<file path="src/rtl/dual_issue_scheduler.sv">
// In-order dual-issue scheduler: holds one decoded pair and issues 0/1/2
// instructions per cycle, gated by intra-pair hazards and a load scoreboard.
module dual_issue_scheduler #(
  parameter int WIDTH    = 32,
  parameter int RS       = 5,
  parameter int RD       = 5,
  parameter int LOAD_LAT = 2
) (
  input  logic             clk,
  input  logic             rst,
  input  logic             in_valid,
  output logic             in_ready,
  input  logic [4:0]       op_code_0,
  input  logic [4:0]       op_code_1,
  input  logic [3:0]       sub_op_code_0,
  input  logic [3:0]       sub_op_code_1,
  input  logic [RS-1:0]    rs1_0,
  input  logic [RS-1:0]    rs1_1,
  input  logic [RS-1:0]    rs2_0,
  input  logic [RS-1:0]    rs2_1,
  input  logic [RD-1:0]    rd_0,
  input  logic [RD-1:0]    rd_1,
  input  logic [WIDTH-1:0] imm_0,
  input  logic [WIDTH-1:0] imm_1,
  input  logic             flush,
  input  logic             ex_ready,
  output logic             iss_valid_0,
  output logic             iss_valid_1,
  output logic [4:0]       iss_op_0,
  output logic [4:0]       iss_op_1,
  output logic [3:0]       iss_sub_0,
  output logic [3:0]       iss_sub_1,
  output logic [RS-1:0]    iss_rs1_0,
  output logic [RS-1:0]    iss_rs1_1,
  output logic [RS-1:0]    iss_rs2_0,
  output logic [RS-1:0]    iss_rs2_1,
  output logic [RD-1:0]    iss_rd_0,
  output logic [RD-1:0]    iss_rd_1,
  output logic [WIDTH-1:0] iss_imm_0,
  output logic [WIDTH-1:0] iss_imm_1
);

  typedef struct packed {
    logic [4:0]       op;
    logic [3:0]       sub;
    logic [RS-1:0]    rs1;
    logic [RS-1:0]    rs2;
    logic [RD-1:0]    rd;
    logic [WIDTH-1:0] imm;
  } inst_t;

  typedef enum logic [1:0] {S_EMPTY, S_PAIR, S_SECOND} state_t;

  state_t      state_q, state_d;
  inst_t       a_q, a_d, b_q, b_d;
  logic [2:0]  cnt_q [32];
  logic [2:0]  cnt_d [32];
  logic [31:0] busy;

  inst_t lane0, iss0, iss1;
  logic  ok0, ok1, fire0, fire1, done, accept;

  function automatic logic is_mem(input logic [4:0] op);
    return (op == 5'b00000) || (op == 5'b01000);
  endfunction

  function automatic logic is_ctrl(input logic [4:0] op);
    return (op == 5'b11000) || (op == 5'b11011) || (op == 5'b11001);
  endfunction

  function automatic logic sb_clear(input inst_t i, input logic [31:0] bv);
    return !bv[i.rs1] && !bv[i.rs2] && !bv[i.rd];
  endfunction

  always_comb begin
    for (int unsigned i = 0; i < 32; i++) begin
      busy[i] = (i != 0) && (cnt_q[i] != '0);
    end

    lane0 = (state_q == S_PAIR) ? a_q : b_q;
    ok0   = (state_q != S_EMPTY) && !flush && sb_clear(lane0, busy);
    ok1   = (state_q == S_PAIR) && ok0 && sb_clear(b_q, busy)
          && !((a_q.rd != '0) && ((a_q.rd == b_q.rs1) || (a_q.rd == b_q.rs2)
                                  || (a_q.rd == b_q.rd)))
          && !(is_mem(a_q.op) && is_mem(b_q.op))
          && !is_ctrl(a_q.op);
    fire0 = ok0 && ex_ready;
    fire1 = ok1 && ex_ready;

    done     = (state_q == S_PAIR) ? fire1 : fire0;
    in_ready = !flush && ((state_q == S_EMPTY) || done);
    accept   = in_valid && in_ready;

    state_d = state_q;
    if (flush) begin
      state_d = S_EMPTY;
    end else if (accept) begin
      state_d = S_PAIR;
    end else begin
      case (state_q)
        S_PAIR:   if (fire1) state_d = S_EMPTY; else if (fire0) state_d = S_SECOND;
        S_SECOND: if (fire0) state_d = S_EMPTY;
        default:  state_d = S_EMPTY;
      endcase
    end

    a_d = a_q;
    b_d = b_q;
    if (accept) begin
      a_d = '{op: op_code_0, sub: sub_op_code_0, rs1: rs1_0, rs2: rs2_0, rd: rd_0, imm: imm_0};
      b_d = '{op: op_code_1, sub: sub_op_code_1, rs1: rs1_1, rs2: rs2_1, rd: rd_1, imm: imm_1};
    end

    // Decrement first so a same-cycle load set overrides it.
    for (int unsigned i = 0; i < 32; i++) begin
      cnt_d[i] = (cnt_q[i] != '0) ? cnt_q[i] - 3'd1 : cnt_q[i];
    end
    if (fire0 && (lane0.op == 5'b00000) && (lane0.rd != '0)) cnt_d[lane0.rd] = 3'(LOAD_LAT);
    if (fire1 && (b_q.op == 5'b00000) && (b_q.rd != '0))     cnt_d[b_q.rd]   = 3'(LOAD_LAT);

    iss0 = ok0 ? lane0 : '0;
    iss1 = ok1 ? b_q : '0;
  end

  assign iss_valid_0 = ok0;
  assign iss_valid_1 = ok1;
  assign iss_op_0    = iss0.op;
  assign iss_sub_0   = iss0.sub;
  assign iss_rs1_0   = iss0.rs1;
  assign iss_rs2_0   = iss0.rs2;
  assign iss_rd_0    = iss0.rd;
  assign iss_imm_0   = iss0.imm;
  assign iss_op_1    = iss1.op;
  assign iss_sub_1   = iss1.sub;
  assign iss_rs1_1   = iss1.rs1;
  assign iss_rs2_1   = iss1.rs2;
  assign iss_rd_1    = iss1.rd;
  assign iss_imm_1   = iss1.imm;

  always_ff @(posedge clk) begin
    if (rst) begin
      state_q <= S_EMPTY;
      a_q     <= '0;
      b_q     <= '0;
      for (int unsigned i = 0; i < 32; i++) cnt_q[i] <= '0;
    end else begin
      state_q <= state_d;
      a_q     <= a_d;
      b_q     <= b_d;
      cnt_q   <= cnt_d;
    end
  end

endmodule
</file>
<file path="config.mk">
export PLATFORM = sky130hd
export DESIGN_NAME = dual_issue_scheduler
export DESIGN_NICKNAME = d
export VERILOG_FILES = /design/src/rtl/dual_issue_scheduler.sv
export SDC_FILE = /design/constraint.sdc
export NUM_CORES = 1
export LEC_CHECK = 0
export CAP_MARGIN = 20
export CORE_UTILIZATION = 55
export CTS_CLUSTER_DIAMETER = 50
export DETAILED_ROUTE_END_ITERATION = 8
export PLACE_DENSITY = 0.83
export SLEW_MARGIN = 40
export SYNTH_ARGS = -nofsm -noshare
export SYNTH_HDL_FRONTEND = slang
export SYNTH_SLANG_ARGS = --single-unit
</file>
<file path="constraint.sdc">
create_clock -name clk -period 4.6 [get_ports clk]
set_input_delay 0.92 -clock clk [delete_from_list [all_inputs] [get_ports clk]]
set_output_delay 0.92 -clock clk [all_outputs]
set_load 0.05 [all_outputs]
</file>
After elaboration in Yosys (flattened, before gate mapping)
Cells that the tools add are included.
{ "classes": {"n_eq_ne": 14, "bitwise": 8, "shifts": 0, "add_sub_neg": 32, "multipliers": 0, "magnitude_cmp": 10, "n_div": 0, "n_reduce_logical": 84, "muxes": 59} }
{ "op_table": {"columns": ["op", "n"], "rows": [
  ["$mux 96", 2],
  ["$mux 56", 3],
  ["$and 64x64->64", 2],
  ["$not 64->64", 2],
  ["$mux 3", 34],
  ["$reduce_bool 3->1", 32],
  ["$sub 3x1->3 const B", 32],
  ["$or 32x32->32", 2],
  ["$lt 5x6->1 const B", 6],
  ["$bmux 1 s5", 6],
  ["$demux 3 s5", 2],
  ["$logic_and 1x1->1", 23],
  ["$eq 5x5->1", 3],
  ["$eq 5x5->1 const B", 3],
  ["$logic_not 5->1", 3],
  ["$reduce_bool 5->1", 3],
  ["$ge 6x6->1 const B", 2],
  ["$lt 6x1->1 const B", 2],
  ["$not 5->6", 2],
  ["$eq 5x4->1 const B", 2],
  ["$logic_not 1->1", 10],
  ["$mux 1", 8],
  ["$logic_or 1x1->1", 7],
  ["$mux 2", 3],
  ["other kinds (11)", 13]
]} }
{ "word_totals": {"ramBits": 0, "mem_bits_ro": 0, "n_memories": 0, "latch_bits": 0, "reg_bits": 210, "word_cells": 253} }

Depth between registers and ports, before layout
{ "depth": {"depth_word": 20, "depth_mapped": 15} }

Worst setup path before layout
Ideal clock, no wire load.
{ "synth_timing": {"path_kind": "reg-to-output", "start": "register state_q[1]", "end": "output port in_ready", "path_slack_ps": 128, "path_stages_with_launch": 12, "t_arrival_ps": 3552, "path_cell_list": "dfxtp_1 > nand2b_1 > buf_4 > buf_2 > mux2i_1 > o22ai_1 > o221ai_1 > nand4_1 > a211oi_1 > and4_1 > a21oi_1 > a211oi_1"} }
{ "synth_via": {"elab_chain_len": 17} }
{ "synth_lines": {"columns": ["element", "line", "text"], "rows": [
  ["from (decl)", "54", "state_t state_q, state_d;"],
  ["from (signal assigned)", "147", "state_q <= state_d;"],
  ["$eq 2x1->1", "80, 82, 90", null],
  ["$mux 56", "80", "lane0 = (state_q == S_PAIR) ? a_q : b_q;"],
  ["$bmux 1 s5", "72", "return !bv[i.rs1] && !bv[i.rs2] && !bv[i.rd];"],
  ["$mux 1 (not written as such)", "72", null],
  ["$logic_not 1->1", "72", null],
  ["$logic_and 1x1->1 (2 in series)", "72", null],
  ["$logic_and 1x1->1", "81", "ok0 = (state_q != S_EMPTY) && !flush && sb_clear(lane0, busy);"],
  ["$logic_and 1x1->1 (2 in series)", "82", "ok1 = (state_q == S_PAIR) && ok0 && sb_clear(b_q, busy)"],
  ["$logic_and 1x1->1", "83", "&& !((a_q.rd != '0) && ((a_q.rd == b_q.rs1) || (a_q.rd == b_q.rs2)"],
  ["$logic_and 1x1->1", "85", "&& !(is_mem(a_q.op) && is_mem(b_q.op))"],
  ["$logic_and 1x1->1", "86", "&& !is_ctrl(a_q.op);"],
  ["$logic_and 1x1->1", "88", "fire1 = ok1 && ex_ready;"],
  ["$mux 1", "90", "done = (state_q == S_PAIR) ? fire1 : fire0;"],
  ["$logic_or 1x1->1 *", "91", "in_ready = !flush && ((state_q == S_EMPTY) || done);"],
  ["$logic_and 1x1->1 *", "91", null],
  ["to (decl)", "12", "output logic in_ready,"]
]} }
Mark *: on every way between the ends. The rest lies on a longest branch, timed or not. The select of a mux whose other input is x is not followed.

Final worst setup path
{ "layout_timing": {"start": "register state_q[1]", "end": "output port iss_rs1_1[2]"} }
{ "layout_via": {"elab_chain_len": 14} }
{ "layout_lines": {"columns": ["element", "line", "text"], "rows": [
  ["$eq 2x1->1", "80, 82", null],
  ["$mux 56", "80", null],
  ["$bmux 1 s5", "72", null],
  ["$mux 1 (not written as such)", "72", null],
  ["$logic_not 1->1", "72", null],
  ["$logic_and 1x1->1 (2 in series)", "72", null],
  ["$logic_and 1x1->1", "81", null],
  ["$logic_and 1x1->1 * (2 in series)", "82", null],
  ["$logic_and 1x1->1 *", "83", null],
  ["$logic_and 1x1->1 *", "85", null],
  ["$logic_and 1x1->1 *", "86", null],
  ["$mux 56 *", "122", "iss1 = ok1 ? b_q : '0;"],
  ["to (decl)", "34", "output logic [RS-1:0] iss_rs1_1,"]
]} }
Marks and branches as above.

==> run metrics <==
status=complete, but fails checks; failing checks=negative setup slack; CTS sink cnt=207; CTS tree=done; final wirelength=57,600 um; Peak Freq=213 MHz; sequential share of power=between 20% and 30%; critical path's largest stage delay=around 350 ps; fraction of registers with async set or reset after synthesis=0%; final hold violation count=0; DP Area=18,400 um2; CP most frequent cell=buf_6; global-route wire length before repair=between 80,000 and 90,000 um; clk slew on worst S/H paths=roughly 50 ps; Total GRT Usage=42.5%; Critical Path Start Type=register; syn avg cell area=8.11 um2; vias per inst=6.22; cts hold-fix bufs=0; Yosys cell types=60; total congestion overflow=0; critical path type=register to output pin; die footprint=26,300 um2; max_cap viols=0; crit path DAT=approximately 3800 ps; RD Place Congestion=1.05; TritonCTS Buffers=28; uppermost routed layer=met4; Starting Density=56.0%; io pins=232; Main synth FF type=dfxtp_1; final period utilization=102%; Clk network pwr share=22.9%; H-tree depth=1; Worst Hold Margin=479 ps; initial antenna violation count=4; Iter 0 DRT Violations=roughly 1.5k; P_leak=about 0.0080 uW; design internal power=5560 uW; CP max-delay cell=dfxtp_4; Net Switching=~3800 uW; share of the synthesized area in the top cell type=~29%; clock tree buffer depth=3; Required @ worst endpoint=3680 ps; # port buffers=around 230; unrepaired setup endpoints after global routing=true; critical path cell sequence=nand2b_4 > buf_6 > buf_6 > buf_6 > a21o_4 > buf_4 > a311o_1 > a22oi_1 > buf_4 > nand4_1 > buf_6 > nor2b_4 > buf_4 > buf_12 > and2_1 > buf_12; fin cells=2,366; Vias=~15k; Synth area leaders=dfxtp_1 29%, mux2i_1 12%, nand2b_1 12%, ha_1 5.5%, a21oi_1 4.3%; Final Max Tran Viols=0; first drt pass iteration count=7; most common cell in the synthesized netlist=nand2b_1; row count=58; dpl cells=2,280; CTS root buf=clkbuf_16; Crit. End Element=output pin; final clock skew=16.2 ps; Relative slew margins=48.6%; # DRC=0; worst path bufs/invs=9; final design area excluding fillers=20,200 um2; met2 wire len=27,000 um; Die Wd=roughly 160 um; Pwr Total=9380 uW; VDD IR max=462 uV; Seq cells post-synth=207; area growth from synthesis to layout=43.1%; Met3 Wirelength=around 6000 um; Met1 Wirelength=just over 20,000 um; pwr/cell area=between 400 and 500 nW/um2; final critical-path setup slack=-102 ps; pin count of the biggest net entering global routing=136; Clock Latency Late Sink=550 ps; combinational share of power=50.2%; Post-synth EDFFs=0; HP Class=register to register; switching portion of total power=~40%; WL per Instance=about 24 um; die height=162 um; vias in the first global route=14.8k; layout cell share with drive strength beyond 1=22.2%; Finish-stage setup viols=47; synthesized net count=1,917; sequential-to-total area share from yosys stat=29.4%; Largest delay share family, worst path=buffers and inverters; Syn. warnings=0; HPWL Detailed=39,500 um; post-synthesis cell area=14,100 um2; core footprint=25,200 um2; Post-Syn Instances=1,738; Synth area leader=dfxtp_1; # nets final=2,193; setup TNS=-2540 ps; min Tclk post-route=4700 ps; critical path peak fanout=15; Post-synth top cells=260 x nand2b_1, 207 x dfxtp_1, 166 x mux2i_1; antenna viol nets, final=0; Tightest Pin Transition=between 700 and 800 ps
## metal layers
metal  vias to the layer above  GRT usage [%]
met5                         -              0
met4                         0           25.0
met3                       286           10.5
met2                       905           72.1
met1                      7028           48.3
li1                       6497              -
## through the flow
step	util (%)	worst slack [ps]
final	80.1	-102
after global routing	80.1	-174
after CTS	78.6	-22.8
after detailed placement	73.0	195
after global placement	73.0	158
after floorplan	-	128
## registers in the layout, indices dropped and copies added, names as in the netlist
register / cells
a_q: 56
state_q: 2
cnt_q: 93
b_q: 56
## layout by cell type (no fill, tap or decap), types with 8 or more instances in the layout
master	n
mux2i_1	164
nand3_1	9
o21ai_0	11
nor2b_1	26
buf_4	119
a211oi_1	30
nor2_1	147
buf_6	10
inv_1	71
and2_1	26
nor4_1	9
clkdlybuf4s50_1	115
mux4_2	18
clkbuf_16	28
nor2b_2	8
nand2_1	156
a21oi_1	115
and2_4	34
nand2b_2	9
nand3b_1	14
xnor2_1	24
nor3_1	10
buf_12	128
o22ai_1	27
dfxtp_1	200
nand2b_1	248
a221oi_1	28
ha_1	58
a31oi_1	13
## power by group through the flow
stage	clock network (uW)	logic, uW	registers [uW]
finish	2140	4710	2520
global route	2220	5030	2570
CTS	2140	4400	2500
detailed placement	0	4250	2520
global placement	0	4090	2490
floorplan	0	2860	2430
## cell families after synthesis
logic type | synth area share, %
multiplexers | 15.2
XOR/XNOR | 1.93
buffers and inverters | 6.07
flip-flops | 29.4
AO/OA/AOI/OAI | 13.8
AND/OR/NAND/NOR | 28.1
adder cells (fa/ha/maj) | 5.50
## worst min-delay path, delay by kind of cell, from the launching register on
| kind | cells | cell delay (ps) |
|---|---|---|
| flip-flops | 1 | 310 |
| multiplexers | 1 | 60 |
| AND/OR/NAND/NOR | 1 | 70 |
## worst paths after layout
kind | end | slack (ps) | startpoint | cells past startpoint
worst max-delay path | iss_rs1_1[2] | -100 | state_q[1]$_SDFFE_PP0P_ | 16
worst min-delay path | a_q[31]$_SDFFE_PP0P_ | 480 | a_q[31]$_SDFFE_PP0P_ | 2
worst max register to register | cnt_q[91]$_SDFF_PP0_ | 520 | state_q[1]$_SDFFE_PP0P_ | 16
worst min register to register | a_q[31]$_SDFFE_PP0P_ | 480 | a_q[31]$_SDFFE_PP0P_ | 2
## layout make-up
class | instances | area, um2
repair buffers | 376 | 4820
clock buffers | 34 | 753
inverters | 72 | 270
fillers | 1537 | 5010
multi-input cells | 1329 | 9600
flip-flops and latches | 207 | 4160
diodes | 3 | 7.51
clock inverters | 15 | 156
well taps | 330 | 413
## what timing repair did
item | 4_1_cts | 5_1_grt
gates resized for setup | 75 | 76
endpoints found under the setup margin | 60 | 85
pin swaps | 7 | 20
buffers inserted | 22 | 11
cloned | 4 | 0
(Power assumes the default switching activity.)
